## src/rtl/regfile_wb_arbiter.sv

```systemverilog
`default_nettype none
// ============================================================================
// Module   : regfile_wb_arbiter
// Purpose  : Round-robin write-back arbiter with a busy scoreboard for an
//            8-entry register file.
// Revision : 1.0
// ============================================================================
module regfile_wb_arbiter #(
    parameter int ADW  = 3,
    parameter int DW   = 16,
    parameter int NREG = 8
) (
    input  logic            clk,
    input  logic            rstn,
    input  logic            rsv_valid,
    input  logic [ADW-1:0]  rsv_addr,
    output logic            rsv_err,
    input  logic [ADW-1:0]  chk_a1,
    input  logic [ADW-1:0]  chk_a2,
    output logic            hazard,
    output logic [NREG-1:0] busy,
    input  logic            a_req,
    input  logic [ADW-1:0]  a_addr,
    input  logic [DW-1:0]   a_data,
    input  logic            b_req,
    input  logic [ADW-1:0]  b_addr,
    input  logic [DW-1:0]   b_data,
    output logic            a_gnt,
    output logic            b_gnt,
    output logic            wr_en,
    output logic [ADW-1:0]  wr_addr,
    output logic [DW-1:0]   wr_data
);

    localparam logic C_LAST_A = 1'b0;
    localparam logic C_LAST_B = 1'b1;

    logic            last_q,    last_d;
    logic [NREG-1:0] busy_q,    busy_d;
    logic            rsv_err_q, rsv_err_d;
    logic            wr_en_q,   wr_en_d;
    logic [ADW-1:0]  wr_addr_q, wr_addr_d;
    logic [DW-1:0]   wr_data_q, wr_data_d;

    logic            w_gnt_any;
    logic [ADW-1:0]  w_gnt_addr;
    logic [DW-1:0]   w_gnt_data;
    logic            w_clr_hit;

    // Contention goes to whichever requester did not win most recently
    always_comb begin
        a_gnt      = a_req & (~b_req | (last_q == C_LAST_B));
        b_gnt      = b_req & (~a_req | (last_q == C_LAST_A));
        w_gnt_any  = a_gnt | b_gnt;
        w_gnt_addr = a_gnt ? a_addr : b_addr;
        w_gnt_data = a_gnt ? a_data : b_data;
    end

    always_comb begin
        last_d    = last_q;
        wr_en_d   = 1'b0;
        wr_addr_d = wr_addr_q;
        wr_data_d = wr_data_q;
        if (a_gnt) begin
            last_d = C_LAST_A;
        end else if (b_gnt) begin
            last_d = C_LAST_B;
        end
        // r0 write-backs release the requester but never reach the file
        if (w_gnt_any) begin
            wr_en_d   = (w_gnt_addr != '0);
            wr_addr_d = w_gnt_addr;
            wr_data_d = w_gnt_data;
        end
    end

    always_comb begin
        busy_d    = busy_q;
        rsv_err_d = 1'b0;
        w_clr_hit = w_gnt_any && (w_gnt_addr == rsv_addr);
        if (w_gnt_any) begin
            busy_d[w_gnt_addr] = 1'b0;
        end
        // A reservation applied after the clear wins a same-edge collision
        if (rsv_valid && (rsv_addr != '0)) begin
            if (busy_q[rsv_addr] && !w_clr_hit) begin
                rsv_err_d = 1'b1;
            end
            busy_d[rsv_addr] = 1'b1;
        end
        busy_d[0] = 1'b0;
    end

    always_ff @(posedge clk or negedge rstn) begin
        if (!rstn) begin
            last_q    <= C_LAST_B;
            busy_q    <= '0;
            rsv_err_q <= 1'b0;
            wr_en_q   <= 1'b0;
            wr_addr_q <= '0;
            wr_data_q <= '0;
        end else begin
            last_q    <= last_d;
            busy_q    <= busy_d;
            rsv_err_q <= rsv_err_d;
            wr_en_q   <= wr_en_d;
            wr_addr_q <= wr_addr_d;
            wr_data_q <= wr_data_d;
        end
    end

    assign hazard  = busy_q[chk_a1] | busy_q[chk_a2];
    assign busy    = busy_q;
    assign rsv_err = rsv_err_q;
    assign wr_en   = wr_en_q;
    assign wr_addr = wr_addr_q;
    assign wr_data = wr_data_q;

endmodule
`default_nettype wire

```

## config.mk

```make
export PLATFORM = sky130hd
export DESIGN_NAME = regfile_wb_arbiter
export DESIGN_NICKNAME = d
export VERILOG_FILES = /design/src/rtl/regfile_wb_arbiter.sv
export SDC_FILE = /design/constraint.sdc
export NUM_CORES = 1
export LEC_CHECK = 0
export CORE_UTILIZATION = 36
export CTS_CLUSTER_DIAMETER = 30
export DETAILED_ROUTE_END_ITERATION = 16
export GPL_TIMING_DRIVEN = 0
export PLACE_DENSITY = 0.85
export SYNTH_ARGS = -nofsm -noshare
export SYNTH_HDL_FRONTEND = slang
export SYNTH_SLANG_ARGS = --single-unit
```

## constraint.sdc

```tcl
create_clock -name clk -period 1.51 [get_ports clk]
set_input_delay 0.2265 -clock clk [delete_from_list [all_inputs] [get_ports clk]]
set_output_delay 0.2265 -clock clk [all_outputs]
set_load 0.005 [all_outputs]
```

==> results.toml <==
[timing]
timing.final.ws_setup_ns = -0.277
max_freq_mhz = 560
grt_setup_unrepaired = "true"
timing.clock.skew_ns = 0.00950
final_hold_viol_count = 28
worst_pin_slew_ns = 0.653
timing.slew.headroom_pct = 56.5
layout_min_cycle_time_ns = 1.79
final_report_max_slew_violation_count = 0
final_min_period_over_clock_period_pct = 118
hold_slack_ns = -0.0323
report.final.setup_viol = 2

[hold_path]
classification_of_the_worst_slack_hold_path = "in2async"

[drt]
drt_drc_violations_left = 0
drt-met1-wl_um = 2070
drt_pre_antenna_iters = 4
average_wire_per_cell_in_the_routed_design_um = 15.1
routed.top_layer = "met4"
iteration_0_drc_count_of_the_detailed_router = 160
finalWirelength_um = 5060
route.vias.total = 1789
dr_wl_met2_um = 2480
drt.antenna.violating_nets = 0
routed_via_density = 5.34
routed-wl-met3_um = 400

[pwr]
switchingPower_uw = 789
cellPowerDensity_mw_per_mm2 = 969
power_frac_seq_pct = 39.6
power.share.clock_pct = 23.0
internal_power_mw = 1.85
power.share.combinational_pct = 37.4
ir_worst_vdd_uv = 554
sw_frac_of_total_pct = 29.9
static-leakage-power_nw = 1.13

[logic_synthesis]
synth_edf_count = 0
synthDominantCellAreaShare_pct = 42.9
synth_sequential_area_ratio_pct = 44.5
post_synth_inst_count = 186
most_used_flip_flop_cell_after_synthesis = "sky130_fd_sc_hd__dfrtp_1"
synth_top_cells_by_area = "sky130_fd_sc_hd__dfrtp_1, sky130_fd_sc_hd__nand2_1, sky130_fd_sc_hd__a31oi_1"
post-synth-top-count-cell = "sky130_fd_sc_hd__nand2_1"
synthesis.yosys.warnings = 0
synth-seq-cells = 29
synth_top_cell_by_area = "sky130_fd_sc_hd__dfrtp_1"
synth_cell_types = 33
synth-async-reset-ratio_pct = 100
syn_area_per_cell_um2 = 8.78
synth_fp_nets = 238
synthTopCellsByCount = "sky130_fd_sc_hd__nand2_1, sky130_fd_sc_hd__dfrtp_1, sky130_fd_sc_hd__nor2_1, sky130_fd_sc_hd__a31oi_1, sky130_fd_sc_hd__o21ai_1"
syn-cell-area_mm2 = 0.00163

[critical_path]
critical_path_depth = 4
worst_setup_path_end_kind = "primary output"
critical_path.cell_chain = "mux4_2 > a21oi_2 > o211ai_1 > buf_2"
critical_path_required_ns = 1.28
r2r_depth = 6
critPathLaunch = "busy[2]"
cp_slowest_cell = "sky130_fd_sc_hd__mux4_2"
critical-path-max-stage-delay_ns = 0.47
critPathMaxFanout = 5
setup.reg_to_reg.worst_slack_ns = -0.01
timing.critical_path.from_type = "register"
timing.critical_path.max_delay_family = "multiplexers"
worst_ep_arrival_time_ns = 1.56
criticalPathCategory = "reg2out"
critPathBufInv = 1
worst_r2r_endpoint = "rsv_err"
timing.rr.start = "last_q"
timing_endpoint_of_the_critical_path = "hazard"

[layout]
post_layout_nonfiller_instances = 335
number_of_fillers_in_the_final_layout = 375
final_nets = 334
num_antenna_cells = 0
area_delta_synth_final_pct = 66.7
layout-drive-gt1-share_pct = 18.0
layout.core_utilization_pct = 62.5

[floorplanning]
start_util_pct = 37.5
die_x_um = 69.3
top_level_pins = 84
chipHeight_um = 69.3
fp.coreArea_mm2 = 0.00435
placementRows = 24
die_area_mm2 = 0.00481

[clock_network]
total_cts_buffers = 5
htree_num_levels = 2
clock_insertion_delay_worst_skew_ns = 0.28
tritoncts = "built"
cts_root_buffer = "sky130_fd_sc_hd__clkbuf_8"
cts.sink_count = 29
cts.hold.buffers_added = 0
ctsLongestPathBuffers = 2
clock_transition_at_the_registers_of_the_reported_paths_ns = 0.06

[grt]
grt_max_degree = 30
grt_overflow = 0
global_router_s_overall_resource_usage_pct = 23.1
initial_antenna_violation_count = 0
grt_pass1_vias = 1879
grt_first_pass_wirelength_um = 8840

[status]
violations = "hold timing, setup timing"
status = "complete, but fails checks"

[job]
drv_cap = 0

[place]
place.port_buffers = 81
routabilityCongestion = 0.864
numPlacedInstances = 319
hpwl_after_detailed_placement_um = 3520
[what timing repair did]
item	CTS	global route
resized for setup	31	15
setup buffers	8	2
setup endpoints to repair	39	29
cloned	0	0
hold endpoints to repair	0	0
pin swaps	10	5
[power groups by stage]
stage	sequential (mW)	clock, mW	combinational [mW]
after global placement	1.04	0	0.887
after floorplan	1.03	0	0.363
after detailed placement	1.05	0	0.905
after global routing	1.07	0.670	1.08
after CTS	1.04	0.620	0.953
final	1.05	0.607	0.986
[state kept, by name (all words and copies together) (netlist names)]
signal and cells:
busy 7, last_q 1, rsv_err 1, wr_addr 3
wr_data 16, wr_en 1
[cell families (layout without fill, tap and decap cells)]
family          count (synthesis)  after routing  share of synthesized area (%)
simple gates                   72             72                           19.2
compound gates                 59             59                           23.2
flops                          29             29                           44.5
buf+inv                        16            113                           5.90
mux                             6              6                           5.36
xor+xnor                        3              3                           1.61
other cells                     1              1                          0.230
[cells in the final DEF, fill, tap and decap left out, types with 4 or more instances in the layout]
| master | count |
|---|---|
| sky130_fd_sc_hd__dlygate4sd2_1 | 4 |
| sky130_fd_sc_hd__buf_6 | 8 |
| sky130_fd_sc_hd__clkdlybuf4s50_1 | 72 |
| sky130_fd_sc_hd__clkbuf_8 | 5 |
| sky130_fd_sc_hd__nand2_1 | 39 |
| sky130_fd_sc_hd__a31oi_1 | 19 |
| sky130_fd_sc_hd__buf_4 | 9 |
| sky130_fd_sc_hd__nand2b_1 | 4 |
| sky130_fd_sc_hd__buf_2 | 5 |
| sky130_fd_sc_hd__nor2_1 | 19 |
| sky130_fd_sc_hd__o21ai_1 | 11 |
| sky130_fd_sc_hd__a21oi_1 | 7 |
| sky130_fd_sc_hd__dfrtp_1 | 25 |
[cell type report]
| class | instances | area [um2] | share of cell area (%) |
|---|---|---|---|
| repair buffers | 91 | 891 | 32.7 |
| inverters | 5 | 23.8 | 0.873 |
| flip-flops and latches | 29 | 731 | 26.8 |
| clock buffers | 8 | 80.1 | 2.94 |
| well taps | 52 | 65.1 | 2.39 |
| multi-input cells | 141 | 857 | 31.5 |
| plain buffers | 9 | 75.1 | 2.76 |
[per-stage QoR]
step	cell area [um2]	worst slack [ns]	power (mW)	setup TNS (ns)	hold WS (ns)
3_3_place_gp	2510	-0.667	1.93	-16.48	0.484
4_1_cts	2680	-0.292	2.61	-0.373	0.253
2_1_floorplan	1630	0.0639	1.40	0	-0.0691
6_report	2720	-0.277	2.64	-0.287	-0.0323
5_1_grt	2720	-0.340	2.81	-0.694	0.0310
3_5_place_dp	2510	-0.745	1.96	-18.05	0.483
[metal layers]
metal	global-route usage, %	vias up
met5	0	-
met4	9.75	0
met3	7.27	10
met2	35.7	83
met1	29.9	846
li1	-	850
[worst register-to-register path, stage by stage, from the launching register on]
cell and delay [ns]:
sky130_fd_sc_hd__dfstp_2 0.57, sky130_fd_sc_hd__nand2b_4 0.16, sky130_fd_sc_hd__nand2_4 0.07, sky130_fd_sc_hd__buf_8 0.15, sky130_fd_sc_hd__a21oi_4 0.14, sky130_fd_sc_hd__mux2i_1 0.20
sky130_fd_sc_hd__a31oi_1 0.11
[how the worst min path moves through the flow]
stage / from / end / slack, ns
after CTS: rsv_addr[1] / busy[1] / 0.25
after global routing: rstn / wr_en / 0.03
final: rstn / wr_addr[1] / -0.03
after detailed placement: wr_addr[0] / wr_addr[0] / 0.48
after global placement: wr_addr[0] / wr_addr[0] / 0.48
after floorplan: rstn / busy[1] / -0.07
No activity file was read; power rests on OpenSTA's default activity.
